## config.mk

```make
export PLATFORM = sky130hd
export DESIGN_NAME = meter_update_arbiter
export DESIGN_NICKNAME = d
export VERILOG_FILES = /design/src/rtl/meter_update_arbiter.sv
export SDC_FILE = /design/constraint.sdc
export NUM_CORES = 1
export LEC_CHECK = 0
export ABC_CLOCK_PERIOD_IN_PS = 4550
export CAP_MARGIN = 20
export CORE_MARGIN = 5
export CORE_UTILIZATION = 54
export CTS_BUF_LIST = sky130_fd_sc_hd__clkbuf_2
export CTS_CLUSTER_SIZE = 10
export DETAILED_ROUTE_END_ITERATION = 7
export PLACE_DENSITY = 0.79
export SLEW_MARGIN = 20
export SYNTH_ARGS = -nofsm -noshare
export SYNTH_HDL_FRONTEND = slang
export SYNTH_SLANG_ARGS = --single-unit
```

## constraint.sdc

```tcl
create_clock -name clk_i -period 4.55 [get_ports clk_i]
set_input_delay 0.6825 -clock clk_i [delete_from_list [all_inputs] [get_ports clk_i]]
set_output_delay 0.6825 -clock clk_i [all_outputs]
set_load 0.05 [all_outputs]
```

## src/rtl/meter_update_arbiter.sv

```systemverilog
// Parking-meter time register sequencer: queues coin, preset and 1 Hz tick requests
// and applies at most one update per clock to the saturating count.
module meter_update_arbiter #(
  parameter logic [15:0] MAX_COUNT = 16'd9999,
  parameter logic [15:0] ADD0      = 16'd10,
  parameter logic [15:0] ADD1      = 16'd180,
  parameter logic [15:0] ADD2      = 16'd200,
  parameter logic [15:0] ADD3      = 16'd550,
  parameter logic [15:0] PRESET0   = 16'd10,
  parameter logic [15:0] PRESET1   = 16'd205
) (
  input  logic        clk_i,
  input  logic        reset_i,
  input  logic [3:0]  coin_req_i,
  input  logic [1:0]  preset_req_i,
  input  logic        tick_i,
  output logic [15:0] count_o,
  output logic        busy_o,
  output logic        drop_o,
  output logic        expired_o
);

  logic [3:0][1:0] pend_q, pend_d;
  logic            tick_q, tick_d;
  logic [1:0]      rr_q, rr_d;
  logic [15:0]     count_q, count_d;
  logic            drop_q, drop_d;
  logic            expired_q;

  logic [3:0]      grant;
  logic            found;
  logic [1:0]      win;
  logic [1:0]      idx;
  logic [15:0]     add_val;
  logic [16:0]     sum;
  logic            tick_srv;

  // Round-robin search: first source with pending coins at or after rr_q.
  always_comb begin
    found = 1'b0;
    win   = rr_q;
    idx   = rr_q;
    for (int k = 0; k < 4; k++) begin
      idx = rr_q + 2'(k);
      if (!found && (pend_q[idx] != 2'd0)) begin
        found = 1'b1;
        win   = idx;
      end
    end
  end

  always_comb begin
    case (win)
      2'd0:    add_val = ADD0;
      2'd1:    add_val = ADD1;
      2'd2:    add_val = ADD2;
      default: add_val = ADD3;
    endcase
    sum = {1'b0, count_q} + {1'b0, add_val};
  end

  always_comb begin
    pend_d   = pend_q;
    tick_d   = tick_q;
    rr_d     = rr_q;
    count_d  = count_q;
    drop_d   = 1'b0;
    grant    = 4'b0000;
    tick_srv = 1'b0;

    if (preset_req_i != 2'b00) begin
      // Preset wipes the queue; same-cycle requests vanish without a drop.
      count_d = preset_req_i[0] ? PRESET0 : PRESET1;
      pend_d  = '0;
      tick_d  = 1'b0;
    end else begin
      if (found) begin
        grant[win] = 1'b1;
        count_d    = (sum > {1'b0, MAX_COUNT}) ? MAX_COUNT : sum[15:0];
        rr_d       = win + 2'd1;
      end else if (tick_q) begin
        tick_srv = 1'b1;
        count_d  = (count_q != 16'd0) ? count_q - 16'd1 : count_q;
      end

      for (int i = 0; i < 4; i++) begin
        case ({coin_req_i[i], grant[i]})
          2'b10: begin
            if (pend_q[i] == 2'd3) drop_d = 1'b1;
            else                   pend_d[i] = pend_q[i] + 2'd1;
          end
          2'b01:   pend_d[i] = pend_q[i] - 2'd1;
          default: pend_d[i] = pend_q[i];
        endcase
      end

      if (tick_i) begin
        if (tick_q && !tick_srv) drop_d = 1'b1;
        tick_d = 1'b1;
      end else if (tick_srv) begin
        tick_d = 1'b0;
      end

      if (count_q > MAX_COUNT) count_d = MAX_COUNT;
    end
  end

  always_ff @(posedge clk_i or posedge reset_i) begin
    if (reset_i) begin
      pend_q    <= '0;
      tick_q    <= 1'b0;
      rr_q      <= 2'd0;
      count_q   <= 16'd0;
      drop_q    <= 1'b0;
      expired_q <= 1'b1;
    end else begin
      pend_q    <= pend_d;
      tick_q    <= tick_d;
      rr_q      <= rr_d;
      count_q   <= count_d;
      drop_q    <= drop_d;
      expired_q <= (count_d == 16'd0);
    end
  end

  assign count_o   = count_q;
  assign busy_o    = (|pend_q) | tick_q;
  assign drop_o    = drop_q;
  assign expired_o = expired_q;

endmodule
```

# == After elaboration in Yosys (flattened, before gate mapping) ==
# Index checks and enable logic that the tools add are counted.
# totals
elab_cells,133
register_bits,29
# op_classes
addsub,14
bitwise_logic,2
n_lt_le_gt_ge,8
n_mux,54
n_reduce_logical,28
n_eq_ne,18
# op_table
op,n
16-bit 2-to-1 mux,6
10-bit case mux with 3 select lines,1
1-bit 2-to-1 mux,23
2-bit 2-to-1 mux,11
2-bit equality test (second input constant),9
16-bit by 16-bit adder with 17-bit output,1
17-bit by 14-bit greater-than comparator with 1-bit output (second input constant),1
2-bit binary-select mux with 2-bit select,4
16-bit by 14-bit greater-than comparator with 1-bit output (second input constant),1
16-bit zero test,1
8-bit 2-to-1 mux,2
2-bit case mux with 2 select lines,4
16-bit nonzero test,1
16-bit by 1-bit subtractor with 16-bit output (second input constant),1
2-bit by 3-bit < comparator with 1-bit output (second input constant),5
3-bit nonzero test,5
2-bit by 1-bit adder with 2-bit output (second input constant),6
3-bit inequality test (second input constant),4
2-bit by 1-bit equality test with 1-bit output (second input constant),5
2-bit AND reduction,5
2-bit nonzero test,5
4-bit 2-to-1 mux,2
8-bit OR reduction,1
2-bit by 1-bit subtractor with 2-bit output (second input constant),4
other kinds (8),16

# == Longest topological paths before layout ==
# depth
word_depth,31
depth_mapped,19
mapped_depth_nobuf,19

# == Least setup slack after synthesis ==
# Ideal clock, no wire load.
# synth_path
path_kind,reg-to-reg
from,register pend_q[0] (netlist name)
to,"register expired_q, in the netlist expired_o"
period_less_slack_ps,4997
n_path_buf,0
path_slack_ps,-447
path_stages_with_launch,18
t_arrival_ps,4908
cell_sequence,dfrtp_1 nor4_1 o22ai_1 a221oi_1 ha_1 inv_1 ha_1 inv_1 fa_1 nand2b_1 a2111oi_2 o21ai_2 or4_1 a211oi_2 o211ai_1 o21a_1 or4_4 nor4b_2
# synth_between
elab_chain_len,22
elab_cells_between_ends,36
# synth_rtl
item,line_no,text
start: declaration,23,"logic [3:0][1:0] pend_q, pend_d;"
start signal: assignment,117,pend_q <= pend_d;
2-bit binary-select mux with 2-bit select,45,if (!found && (pend_q[idx] != 2'd0)) begin
2-bit 2-to-1 mux (not written as such),45,
2-bit nonzero test,45,
1-bit 2-to-1 mux,45,
1-bit zero test,45,
1-bit logical AND,45,
1-bit 2-to-1 mux,45,
1-bit zero test,45,
[... 7 more ...],--,
16-bit by 16-bit adder with 17-bit output,59,"sum = {1'b0, count_q} + {1'b0, add_val};"
17-bit by 14-bit greater-than comparator with 1-bit output,79,"count_d = (sum > {1'b0, MAX_COUNT}) ? MAX_COUNT : sum[15:0];"
16-bit 2-to-1 mux,79,
16-bit 2-to-1 mux *,77,if (found) begin
16-bit 2-to-1 mux *,104,if (count_q > MAX_COUNT) count_d = MAX_COUNT;
16-bit 2-to-1 mux *,71,if (preset_req_i != 2'b00) begin
via count_d[9],26,"logic [15:0] count_q, count_d;"
16-bit zero test *,122,expired_q <= (count_d == 16'd0);
end signal: assignment,122,
end: declaration,28,logic expired_q;
# The timed path passes the listed nets; every way through them passes the cells marked *. The select of a mux whose other input is x is not followed.
# A chain may end at the register's enable or synchronous reset.

# == Worst setup path after layout ==
# layout_path
from,register pend_q[1] (netlist name)
to,"register count_q[1], in the netlist count_o[1]"
# layout_between
elab_chain_len,21
elab_cells_between_ends,35
# layout_rtl
item,line_no,text
2-bit binary-select mux with 2-bit select,45,
2-bit 2-to-1 mux (not written as such),45,
2-bit nonzero test,45,
1-bit 2-to-1 mux,45,
1-bit zero test,45,
1-bit logical AND,45,
1-bit 2-to-1 mux,45,
1-bit zero test,45,
[... 6 more ...],--,
10-bit case mux with 3 select lines,53,case (win)
16-bit by 16-bit adder with 17-bit output,59,
17-bit by 14-bit greater-than comparator with 1-bit output,79,
16-bit 2-to-1 mux,79,
16-bit 2-to-1 mux *,77,
16-bit 2-to-1 mux *,104,
16-bit 2-to-1 mux *,71,
via count_d[1],26,
end signal: assignment,120,count_q <= count_d;
end: declaration,26,
# Marks and branches as above.

==> impl_results.md <==
* Worst Clk Skew at 24.80 ps
* CTS Hold Bufs at 0
* CTS tree: yes
* Setup violations, final at 2
* Flops & latches, synth at 29
* Fmax at 0.2075 GHz
* Final Util at 0.7700
* Final number of hold-violating endpoints at 0
* Critical Path AT at 5180 ps
* Reg-to-Reg Start: pend_q[1]
* Yosys Warn Count at 0
* Post-synth cell types at 65
* Top delay family on crit path: compound AO/OA/AOI/OAI gates
* Slew @ Worst Pin at roughly 630 ps
* CTS buffer count at 5
* Post-route cell area at 3882 um2
* Post-synthesis net count at between 300 and 400
* Commonest cells after routing, fill and taps aside: buf_4, nor2_1, clkdlybuf4s50_1
* N_diodes at 0
* Placer Congestion at ~0.96
* Mapped cell area at ~2800 um2
* GRT Util Overall at 0.2927
* # IOs at 28
* DR vias at 3,207
* Failing checks: negative setup slack
* Crit-path cells: nor4_4 -> o22ai_2 -> a221oi_2 -> ha_2 -> inv_2 -> ha_4 -> inv_2 -> fa_2 -> nand2b_4 -> a211oi_4 -> nand2b_4 -> a311oi_4 -> or4_4 -> buf_6 -> o211ai_1 -> buf_4 -> buf_6 -> nor4b_4 -> a221oi_2 -> buf_4
* Antenna violations before repair at 0
* Skew-Pair Late Insertion Delay at between 300 and 400 ps
* DRT Pass-1 Iters at 5
* Seq/Total Area, Yosys at 0.2624
* Final min period at roughly 4800 ps
* Largest fanout on the critical path at 4
* Port Buf Inserts at 27
* Share of cells above drive strength 1 at 0.2907
* ANT nets after route at 0
* Synthesis-to-layout area growth at 40.15%
* CTS Root Cell: clkbuf_2
* Die X-Extent at 81.63 um
* Initial Utilization at 0.5494
* Die area at around 6700 um2
* Largest net degree at the start of global routing at 30
* Tcrit/Tclk final at 1.059
* Main flop type after synthesis: dfrtp_1
* Cells after synthesis at 346
* Startpoint types: register
* Most common cell after layout, fill and taps aside: buf_4
* R2R depth at 20
* PnR worst setup slack at -268.3 ps
* Slew Limit Fails at 0
* Initial drt markers at 424
* CTS HTree Levels at 2
* Vias per cell at 6.414
* Worst EP required at 4910 ps
* Post-synth EDFFs at 0
* Max clock buf depth at 2
* Total wire length at 9.466 mm
* Final Net Count at about 460
* # clock sinks at 29
* Die Height at 81.63 um
* R2R Path End: count_o[1]
* Cell Area, Placed at 3518 um2
* Avg WL per Cell at around 19 um
* Global-route wire length before repair at 14.99 mm
* Normalized max-slew margin at 0.5775
* R2R setup slack at -270 ps
* Max Cap Viol at 0
* Post-Syn Area per Cell at ~8 um2
* DP HPWL at 6.625 mm
* Worst path max stage delay at 570 ps
* Critical path buffer and inverter count at 6
* Slowest CP cell: or4_4
* Residual DRC at 0
* Status: finished with violations
* Grt ovf at 0
* Min-Delay Path Class: in -> async
* Clk slew on worst S/H paths at 190 ps
* Fraction of registers with async set/reset at 1.000
* RSZ-0062 raised after global routing: yes
* Core ar. at 5042 um2
* Vias in the first global route at a little over 3,000
* Crit. End Element: register
* WS Path Type: reg -> reg
* FP Rows at 26
## flip-flops by register name, summed over array words and instances, names as in the netlist
| name | count |
|---|---|
| count_o | 16 |
| drop_o | 1 |
| expired_o | 1 |
| pend_q | 8 |
| rr_q | 2 |
| tick_q | 1 |
## cell families (layout without fill, tap and decap cells)
logic type               after synthesis  after routing  share of synthesized area
XOR/XNOR                              16             16                    0.05059
AND/OR/NAND/NOR                      135            135                     0.2552
adder cells (fa/ha/maj)               19             19                    0.08853
AO/OA/AOI/OAI                        113            113                     0.2868
flip-flops                            29             29                     0.2624
buffers and inverters                 30            114                    0.04155
multiplexers                           4              4                    0.01491
## worst reg2reg max path, cell delays in order (launching register included)
cell and delay (ps):
dfrtp_2 490, nor4_4 320, o22ai_2 100, a221oi_2 280, ha_2 340, inv_2 70
ha_4 130, inv_2 40, fa_2 360, nand2b_4 180, a211oi_4 330, nand2b_4 210
a311oi_4 90, or4_4 570, buf_6 140, o211ai_1 310, buf_4 180, buf_6 90
nor4b_4 40, a221oi_2 330, buf_4 180
## layout make-up
cell class                 count  area [um2]
fill                         350        1160
clock inverter                 3       17.52
tap                           70       87.58
clock buffer                   5       25.02
sequential                    29       733.2
timing repair buffer          87       732.0
multi-input combinational    287        2213
inverter                      19       73.82
## routing by layer
layer,vias to the layer above,GRT usage,wire length (um)
li1,1463,-,-
met5,-,0,0
met2,200,0.4666,4434
met1,1511,0.3895,3882
met4,0,0.1096,282
met3,33,0.06250,866
## synth_stat cells (6+ instances only)
| master | number | area share |
|---|---|---|
| a21oi_1 | 26 | 0.047 |
| a221oi_1 | 7 | 0.022 |
| clkbuf_1 | 8 | 0.011 |
| dfrtp_1 | 28 | 0.25 |
| ha_1 | 18 | 0.081 |
| inv_1 | 19 | 0.026 |
| nand2_1 | 24 | 0.033 |
| nand3_1 | 10 | 0.018 |
| nor2_1 | 38 | 0.051 |
| nor3_1 | 10 | 0.018 |
| nor4_1 | 9 | 0.020 |
| o21a_1 | 6 | 0.016 |
| o21ai_0 | 20 | 0.036 |
| xnor2_1 | 9 | 0.028 |
| xor2_1 | 7 | 0.022 |
## worst max path at each step
| stage | end | depth (start not counted) | from | slack [ps] |
|---|---|---|---|---|
| floorplan | expired_o | 17 | pend_q[1] | 3 |
| detailed placement | expired_o | 17 | pend_q[1] | -210 |
| CTS | expired_o | 18 | pend_q[0] | -200 |
| finish | count_o[1] | 20 | pend_q[1] | -270 |
| global route | expired_o | 17 | pend_q[1] | -410 |
| global placement | count_o[1] | 16 | pend_q[7] | -80 |
## stage by stage
stage	instances	TNS [ps]	setup WS (ps)	hold WS [ps]
final	500	-528.5	-268.3	638.4
after global routing	500	-830.2	-412.5	683.3
after CTS	495	-201.7	-201.7	643.1
after detailed placement	480	-393.5	-210.8	609.1
after global placement	480	-153.6	-82.32	596.4
after floorplan	346	0	3.011	520.9
## what timing repair did
action / in CTS / in global routing
resized for setup: 26 / 21
pin swaps: 16 / 16
buffers inserted: 7 / 5
hold endpoints to repair: 0 / 0
setup endpoints to repair: 2 / 6
gates cloned: 0 / 0
Power is not shown: default switching activity piles up to over one toggle a cycle in this logic, so the estimate is an artifact.
